File: src/rtl/bcd_pkg.sv
// Shared types and constants for the BCD operand entry slice.
// Holds the digit type, BCD limits and the key debounce FSM states.
package bcd_pkg;

    typedef logic [3:0] bcd_digit_t;

    localparam bcd_digit_t BCD_MAX    = 4'd9;
    localparam int         NUM_DIGITS = 3;

    typedef enum logic [1:0] {
        ST_IDLE,
        ST_PRESS_DB,
        ST_HELD,
        ST_RELEASE_DB
    } db_state_e;

endpackage

File: src/rtl/bcd_digit_entry_key_debounce.sv
// Key synchronizers and press/release debounce FSM.
// Ports: clk_i, rst_ni (sync, active-low), raw key lines in;
// commit_o (one-cycle, combinational from registered state) and the
// synchronized key snapshot (bcd_o, act_o, sign_o, clr_o, ent_o) out.
module key_debounce
    import bcd_pkg::*;
#(
    parameter int unsigned DEBOUNCE_CYCLES = 4
) (
    input  logic       clk_i,
    input  logic       rst_ni,
    input  bcd_digit_t key_bcd_i,
    input  logic       key_act_i,
    input  logic       sign_key_i,
    input  logic       clr_key_i,
    input  logic       ent_key_i,
    output logic       commit_o,
    output bcd_digit_t bcd_o,
    output logic       act_o,
    output logic       sign_o,
    output logic       clr_o,
    output logic       ent_o
);

    // key line order: {ent, clr, sign, act}
    logic [3:0] k1_q, k2_q;
    bcd_digit_t b1_q, b2_q;
    db_state_e  state_q, state_d;
    logic [7:0] cnt_q, cnt_d;
    logic       any_key;
    logic       done;

    always_ff @(posedge clk_i) begin
        if (!rst_ni) begin
            k1_q    <= '0;
            k2_q    <= '0;
            b1_q    <= '0;
            b2_q    <= '0;
            state_q <= ST_IDLE;
            cnt_q   <= '0;
        end else begin
            k1_q    <= {ent_key_i, clr_key_i, sign_key_i, key_act_i};
            k2_q    <= k1_q;
            b1_q    <= key_bcd_i;
            b2_q    <= b1_q;
            state_q <= state_d;
            cnt_q   <= cnt_d;
        end
    end

    assign any_key = |k2_q;
    // Counter is 0 in IDLE/HELD, so this also covers DEBOUNCE_CYCLES=1
    assign done    = ({1'b0, cnt_q} + 9'd1) == 9'(DEBOUNCE_CYCLES);

    always_comb begin
        state_d  = state_q;
        cnt_d    = cnt_q;
        commit_o = 1'b0;
        unique case (state_q)
            ST_IDLE, ST_PRESS_DB: begin
                if (!any_key) begin
                    state_d = ST_IDLE;
                    cnt_d   = '0;
                end else if (done) begin
                    state_d  = ST_HELD;
                    cnt_d    = '0;
                    commit_o = 1'b1;
                end else begin
                    state_d = ST_PRESS_DB;
                    cnt_d   = cnt_q + 8'd1;
                end
            end
            ST_HELD, ST_RELEASE_DB: begin
                if (any_key) begin
                    state_d = ST_HELD;
                    cnt_d   = '0;
                end else if (done) begin
                    state_d = ST_IDLE;
                    cnt_d   = '0;
                end else begin
                    state_d = ST_RELEASE_DB;
                    cnt_d   = cnt_q + 8'd1;
                end
            end
            default: begin
                state_d = ST_IDLE;
                cnt_d   = '0;
            end
        endcase
    end

    assign bcd_o  = b2_q;
    assign act_o  = k2_q[0];
    assign sign_o = k2_q[1];
    assign clr_o  = k2_q[2];
    assign ent_o  = k2_q[3];

endmodule

File: src/rtl/bcd_digit_entry.sv
// Signed 3-digit BCD operand entry: debounced keys build an operand.
// Ports: clk, rst_n (sync, active-low), key_bcd/key_act/sign_key/
// clr_key/ent_key in; entry_*, digit_cnt, op_*, op_valid, err out.
module bcd_digit_entry #(
    parameter int unsigned DEBOUNCE_CYCLES = 4,
    parameter int          NUM_DIGITS      = 3
) (
    input  logic                    clk,
    input  logic                    rst_n,
    input  logic [3:0]              key_bcd,
    input  logic                    key_act,
    input  logic                    sign_key,
    input  logic                    clr_key,
    input  logic                    ent_key,
    output logic [NUM_DIGITS*4-1:0] entry_digits,
    output logic                    entry_sign,
    output logic [1:0]              digit_cnt,
    output logic [NUM_DIGITS*4-1:0] op_digits,
    output logic                    op_sign,
    output logic                    op_valid,
    output logic                    err
);

    import bcd_pkg::*;

    localparam int W = NUM_DIGITS * 4;

    logic         commit;
    bcd_digit_t   s_bcd;
    logic         s_act, s_sign, s_clr, s_ent;

    logic [W-1:0] ed_q, ed_d, od_q, od_d;
    logic         es_q, es_d, os_q, os_d;
    logic [1:0]   dc_q, dc_d;
    logic         ov_q, ov_d, er_q, er_d;

    key_debounce #(
        .DEBOUNCE_CYCLES(DEBOUNCE_CYCLES)
    ) u_db (
        .clk_i     (clk),
        .rst_ni    (rst_n),
        .key_bcd_i (key_bcd),
        .key_act_i (key_act),
        .sign_key_i(sign_key),
        .clr_key_i (clr_key),
        .ent_key_i (ent_key),
        .commit_o  (commit),
        .bcd_o     (s_bcd),
        .act_o     (s_act),
        .sign_o    (s_sign),
        .clr_o     (s_clr),
        .ent_o     (s_ent)
    );

    always_ff @(posedge clk) begin
        if (!rst_n) begin
            ed_q <= '0;
            es_q <= 1'b0;
            dc_q <= '0;
            od_q <= '0;
            os_q <= 1'b0;
            ov_q <= 1'b0;
            er_q <= 1'b0;
        end else begin
            ed_q <= ed_d;
            es_q <= es_d;
            dc_q <= dc_d;
            od_q <= od_d;
            os_q <= os_d;
            ov_q <= ov_d;
            er_q <= er_d;
        end
    end

    // Action priority: clear > enter > sign > digit
    always_comb begin
        ed_d = ed_q;
        es_d = es_q;
        dc_d = dc_q;
        od_d = od_q;
        os_d = os_q;
        ov_d = 1'b0;
        er_d = 1'b0;
        if (commit) begin
            if (s_clr) begin
                ed_d = '0;
                es_d = 1'b0;
                dc_d = '0;
            end else if (s_ent) begin
                od_d = ed_q;
                // a typed -000 goes out as +000
                os_d = es_q && (ed_q != '0);
                ov_d = 1'b1;
                ed_d = '0;
                es_d = 1'b0;
                dc_d = '0;
            end else if (s_sign) begin
                es_d = !es_q;
            end else if (s_act) begin
                if (s_bcd > BCD_MAX) begin
                    er_d = 1'b1;
                end else if (dc_q == 2'(NUM_DIGITS)) begin
                    er_d = 1'b1;
                end else begin
                    ed_d = {ed_q[W-5:0], s_bcd};
                    dc_d = dc_q + 2'd1;
                end
            end
        end
    end

    assign entry_digits = ed_q;
    assign entry_sign   = es_q;
    assign digit_cnt    = dc_q;
    assign op_digits    = od_q;
    assign op_sign      = os_q;
    assign op_valid     = ov_q;
    assign err          = er_q;

endmodule
File: config.mk
export PLATFORM = sky130hd
export DESIGN_NAME = bcd_digit_entry
export DESIGN_NICKNAME = d
export VERILOG_FILES = /design/src/rtl/bcd_pkg.sv /design/src/rtl/bcd_digit_entry_key_debounce.sv /design/src/rtl/bcd_digit_entry.sv
export SDC_FILE = /design/constraint.sdc
export NUM_CORES = 1
export LEC_CHECK = 0
export BUFFER_PORTS_ARGS = -buffer_cell sky130_fd_sc_hd__clkbuf_2
export CAP_MARGIN = 0
export CORE_MARGIN = 1
export CORE_UTILIZATION = 55
export CTS_CLUSTER_DIAMETER = 40
export DETAILED_ROUTE_END_ITERATION = 8
export PLACE_DENSITY_LB_ADDON = 0.05
export SETUP_SLACK_MARGIN = 0.1
export SYNTH_ARGS = -nofsm -noshare
export SYNTH_HDL_FRONTEND = slang
export SYNTH_SLANG_ARGS = --single-unit
File: constraint.sdc
create_clock -name clk -period 5.9 [get_ports clk]
set_clock_uncertainty 0.1 [all_clocks]
set_input_delay 0.885 -clock clk [delete_from_list [all_inputs] [get_ports clk]]
set_output_delay 0.885 -clock clk [all_outputs]
set_load 0.01 [all_outputs]
Word level (Yosys, flattened, before mapping)
Index checks and enable logic that the tools add are counted.
{ "word_totals": {"ff_bits": 56, "output_inout_bits": 30} }
{ "op_classes": {"n_addsub": 3, "n_lt_le_gt_ge": 1, "n_eq_ne": 8, "muxes": 30, "bitwise_logic": 4, "n_reduce_logical": 14} }
{ "op_table": {"columns": ["operator", "n"], "rows": [
  ["two-way mux 12 bit", 6],
  ["two-way mux 8 bit", 3],
  ["two-way mux 2 bit", 10],
  ["one-hot mux 8 bit (2 select lines)", 1],
  ["nonzero test 12 bit", 1],
  ["adder 8 x 1 -> 9 bit (second input constant)", 1],
  ["== test 9 x 3 -> 1 bit (second input constant)", 1],
  ["two-way mux 1 bit", 9],
  ["!= test 3 x 1 -> 1 bit (second input constant)", 3],
  ["adder 8 x 1 -> 8 bit (second input constant)", 1],
  ["== test 2 bit (second input constant)", 3],
  ["nonzero test 3 bit", 2],
  ["OR reduction 6 bit", 1],
  ["AND reduction 5 bit", 1],
  ["> comparator 4 bit (second input constant)", 1],
  ["inverter 1 bit", 4],
  ["one-hot mux 2 bit (2 select lines)", 1],
  ["OR reduction 2 bit", 2],
  ["OR reduction 4 bit", 1],
  ["AND reduction 3 bit", 1],
  ["OR reduction 3 bit", 1],
  ["adder 2 x 1 -> 2 bit (second input constant)", 1],
  ["== test 2 x 1 -> 1 bit (second input constant)", 1],
  ["zero test 2 bit", 1],
  ["3 further kinds", 3]
]} }

Depth between registers and ports, before layout
{ "depth": {"word_depth": 7, "depth_mapped": 7, "depth_no_buf": 6} }

Modules after synthesis
From an unflattened synthesis, not the netlist that was laid out.
{ "hier_totals": {"hier_cells": 203, "area_unflattened_um2": 2062.0} }
{ "by_module_without_submodules": {"columns": ["mod", "n_inst", "cells_each", "area_each_um2", "seq_area_each_um2"], "rows": [
  ["bcd_digit_entry", 1, 126, 1206.2, 600.6],
  ["key_debounce", 1, 77, 855.8, 500.5]
]} }

Least setup slack after synthesis
Ideal clock, no wire load.
{ "synth_path": {"path_type": "reg2reg", "start": "register u_db.cnt_q[0]", "end": "register od_q[10] (netlist: op_digits[10])", "setup_ps": 121, "arrival_ps": 1810, "t_required_ps": 5679, "path_slack_ps": 3869, "stages_incl_launch_ff": 7, "n_path_buf": 1, "cell_sequence": "dfxtp_1 -> and3_1 -> a211o_1 -> a2111oi_4 -> nand3b_2 -> buf_4 -> mux2i_1"} }
{ "synth_via": {"elab_chain_len": 6} }
{ "synth_lines": {"columns": ["item", "line_no", "source"], "rows": [
  ["start: declaration", "bcd_digit_entry_key_debounce.sv:29", "logic [7:0] cnt_q, cnt_d;"],
  ["start signal: assignment", "bcd_digit_entry_key_debounce.sv:47", "cnt_q <= cnt_d;"],
  ["adder 8 x 1 -> 9 bit", "bcd_digit_entry_key_debounce.sv:53", "assign done = ({1'b0, cnt_q} + 9'd1) == 9'(DEBOUNCE_CYCLES);"],
  ["== test 9 x 3 -> 1 bit", "bcd_digit_entry_key_debounce.sv:53", null],
  ["two-way mux 1 bit", "bcd_digit_entry_key_debounce.sv:64", "end else if (done) begin"],
  ["two-way mux 1 bit", "bcd_digit_entry_key_debounce.sv:61", "if (!any_key) begin"],
  ["two-way mux 1 bit", "bcd_digit_entry_key_debounce.sv:59", "unique case (state_q)"],
  ["AND reduction 3 bit (no source line)", null, null],
  ["end signal: assignment", "bcd_digit_entry.sv:60", "od_q <= '0;"],
  ["end signal: assignment", "bcd_digit_entry.sv:68", "od_q <= od_d;"],
  ["end: declaration", "bcd_digit_entry.sv:32", "logic [W-1:0] ed_q, ed_d, od_q, od_d;"]
]} }
Every way passes these cells.
A chain may end at the register's enable or synchronous reset.

Worst setup path in the final report
{ "layout_path": {"start": "register u_db.cnt_q[0]", "end": "register od_q[9] (netlist: op_digits[9])"} }
Same word-level chain as after synthesis.

==> impl_metrics.env <==
export IMPL_core_area_sq_um=3470
export IMPL_cp_start_kind="register"
export IMPL_cpLargestDelayFamily="simple AND/OR/NAND/NOR gates"
export IMPL_internal_power_mw=0.477
export IMPL_synth_edff_count=0
export IMPL_initial_utilization_pct=59.7
export IMPL_p_total_mw=0.600
export IMPL_cp_data_arrival_time_ns=2.46
export IMPL_worst_pin_slew_ns=0.822
export IMPL_antenna_found_initial=0
export IMPL_pwr_share_clk_pct=33.4
export IMPL_die_y_um=63.3
export IMPL_first_pass_iters=4
export IMPL_critical_path_required_ns=6.02
export IMPL_ys_types=28
export IMPL_grt_pass1_wl_mm=6.58
export IMPL_cts_buffer_depth=2
export IMPL_outcome="finished clean"
export IMPL_cts_tree="built"
export IMPL_power_leakage_nw=1.17
export IMPL_hpwl_mm=2.60
export IMPL_netlist_area_sq_um=2070
export IMPL_first_global_vias=1502
export IMPL_design_area_sq_um=2380
export IMPL_worstHoldPathCells=1
export IMPL_finalWirelength_mm=3.65
export IMPL_drive_gt1_share_pct=21.2
export IMPL_clk_latency_ns=0.30
export IMPL_synth_top_area_cell="dfxtp_1"
export IMPL_seq_power_share_pct=63.4
export IMPL_area_growth_pct=15.0
export IMPL_critPathMaxStageDelay_ns=0.46
export IMPL_cap_violations=0
export IMPL_worstPathCellList="ha_1 > xor2_1 > nand3_1 > a2111oi_4 > nand3b_2 > mux2i_1"
export IMPL_hp_class="register to register"
export IMPL_cts_setup_buffers=0
export IMPL_hold_viol=0
export IMPL_place_congestion=0.821
export IMPL_slew_viol_final=0
export IMPL_dieArea_sq_um=4010
export IMPL_via_per_inst=5.17
export IMPL_p_switching_mw=0.123
export IMPL_syn_inst=206
export IMPL_cp_num_buf_inv=0
export IMPL_share_comb_of_total_power_pct=3.2
export IMPL_grt_start_max_net_pins=50
export IMPL_timing_fmax_ghz=0.428
export IMPL_yosysMostFrequentCell="dfxtp_1"
export IMPL_ys_seq_elements=55
export IMPL_ctsHoldBuffers=0
export IMPL_crit_fanout=13
export IMPL_n_antenna_cell=0
export IMPL_finalSetupTns_ns=0
export IMPL_fp_row_count=21
export IMPL_end_kind="register"
export IMPL_synthTopCellsByArea="dfxtp_1, mux2i_1, nand2_1"
export IMPL_slowest_stage="a2111oi_4"
export IMPL_swShare_pct=20.5
export IMPL_clkTransAtPathRegs_ns=0.09
export IMPL_htreeDepth=2
export IMPL_fin_crit_sh_pct=39.6
export IMPL_chipWidth_um=63.3
export IMPL_ys_flop_type="dfxtp_1"
export IMPL_reg2reg_depth=6
export IMPL_yosys_top_cells_count="dfxtp_1, nand2_1, mux2i_1"
export IMPL_synth_top_area_share_pct=53.2
export IMPL_wl_per_cell_um=12.5
export IMPL_final_nets=258
export IMPL_vias=1505
export IMPL_ir_worst_vdd_uv=155
export IMPL_antenna_left=0
export IMPL_cts_resized=0
export IMPL_ys_seq_area_share_pct=53.2
export IMPL_setup_viol=0
export IMPL_crit_start="u_db.cnt_q[0]"
export IMPL_synth_area_per_cell_sq_um=10.0
export IMPL_hp_start="u_db.b1_q[1]"
export IMPL_dpl_cell_area_sq_um=2290
export IMPL_drt_iter0_markers=67
export IMPL_cp_num_cells=6
export IMPL_critical_path_class="register to register"
export IMPL_globalRouteTotalUtil_pct=21.0
export IMPL_synth_nets=219
export IMPL_relSlewSlack_pct=45.2
export IMPL_clock_root_buffer="clkbuf_8"
export IMPL_io_pins=40
export IMPL_synthArstFlopShare_pct=0
export IMPL_r2r_start="u_db.cnt_q[0]"
export IMPL_drc_errors=0
export IMPL_min_period_ns=2.33
export IMPL_clock_sinks=55
export IMPL_p_per_area_nw_per_um2=252
export IMPL_num_fill_cells=283
export IMPL_rsz0062_at_grt="no"
export IMPL_overflow=0
export IMPL_numCtsBuffers=5
export IMPL_port_buffers=39
export IMPL_synth_warning_count=0
-- worst register-to-register path, delay by kind of cell, from the launching register on --
| kind | cells | cell delay, ns |
|---|---|---|
| and+or+nand+nor | 2 | 0.63 |
| adders and majority gates | 1 | 0.20 |
| DFF | 1 | 0.39 |
| AOI/OAI and AO/OA | 1 | 0.46 |
| xor gates and xnor gates | 1 | 0.19 |
| muxes | 1 | 0.29 |
-- metrics by stage --
stage / instances / utilization (%) / worst slack [ns] / hold WS [ns]
finish: 291 / 68.6 / 3.57 / 0.339
global route: 291 / 68.6 / 3.37 / 0.357
CTS: 291 / 68.6 / 3.54 / 0.342
detailed placement: 284 / 66.1 / 3.41 / 0.319
global placement: 284 / 66.1 / 3.53 / 0.316
floorplan: 206 / - / 3.87 / 0.312
-- flip-flops by register name, indices dropped and copies added (netlist names), 2 cells and up --
signal / flops
digit_cnt: 2
entry_digits: 12
op_digits: 12
u_db.b1_q: 4
u_db.bcd_o: 4
u_db.cnt_q: 8
u_db.k1_q: 4
u_db.k2_q: 4
-- routing by layer --
layer  vias to the layer above  track usage (%)  part of all wire (%)
li1                        761                -                     -
met2                        38             37.1                    50
met3                         4             6.70                   5.0
met5                         -                0                     0
met1                       702             23.8                    45
met4                         0             5.97                  0.33
-- logic make-up after synthesis --
family | Yosys count | synth area share, %
AND/OR/NAND/NOR | 95 | 22.4
flip-flops | 55 | 53.2
multiplexers | 27 | 13.1
buffers and inverters | 11 | 2.54
XOR/XNOR | 8 | 3.39
AO/OA/AOI/OAI | 7 | 3.57
adder cells (fa/ha/maj) | 3 | 1.81
-- area by class of cell --
type | instances | area (sq um) | share of cell area, %
Tap cell | 46 | 57.6 | 2.42
Sequential cell | 55 | 1100 | 46.3
Multi-Input combinational cell | 140 | 916 | 38.5
Inverter | 2 | 7.51 | 0.315
Clock inverter | 1 | 5.00 | 0.210
Timing Repair Buffer | 41 | 210 | 8.83
Clock buffer | 6 | 82.6 | 3.47
-- cells in the final DEF (no fill, tap or decap), drive strengths merged --
cell	synthesis	routed
dfxtp	55	55
xnor2	4	4
nand2	43	43
nand3b	1	1
nor2b	2	2
nand4b	1	1
mux2i	27	27
and2	18	18
o21ai	2	2
nor4	4	4
a2111oi	1	1
clkinv	0	1
nor3b	2	2
nand3	6	6
xor2	4	4
nor2	9	9
buf	2	2
nand4	1	1
o31ai	1	1
and3	3	3
ha	3	3
or2	1	1
nand2b	2	2
a211o	1	1
inv	2	2
clkbuf	7	45
a211oi	2	2
nor3	2	2
-- power groups by stage --
stage,registers (mW),logic (mW),clock network (mW)
2_1_floorplan,0.388,0.0140,0
3_3_place_gp,0.388,0.0186,0
3_5_place_dp,0.389,0.0194,0
4_1_cts,0.380,0.0194,0.209
5_1_grt,0.381,0.0220,0.226
6_report,0.380,0.0192,0.201
-- final timing paths --
kind                                      end  slack [ns]
worst max register to register   op_digits[9]        3.57
worst min register to register  u_db.bcd_o[1]        0.34
worst max-delay path             op_digits[9]        3.57
worst min-delay path            u_db.bcd_o[1]        0.34
Power figures use the tool's default switching activity.
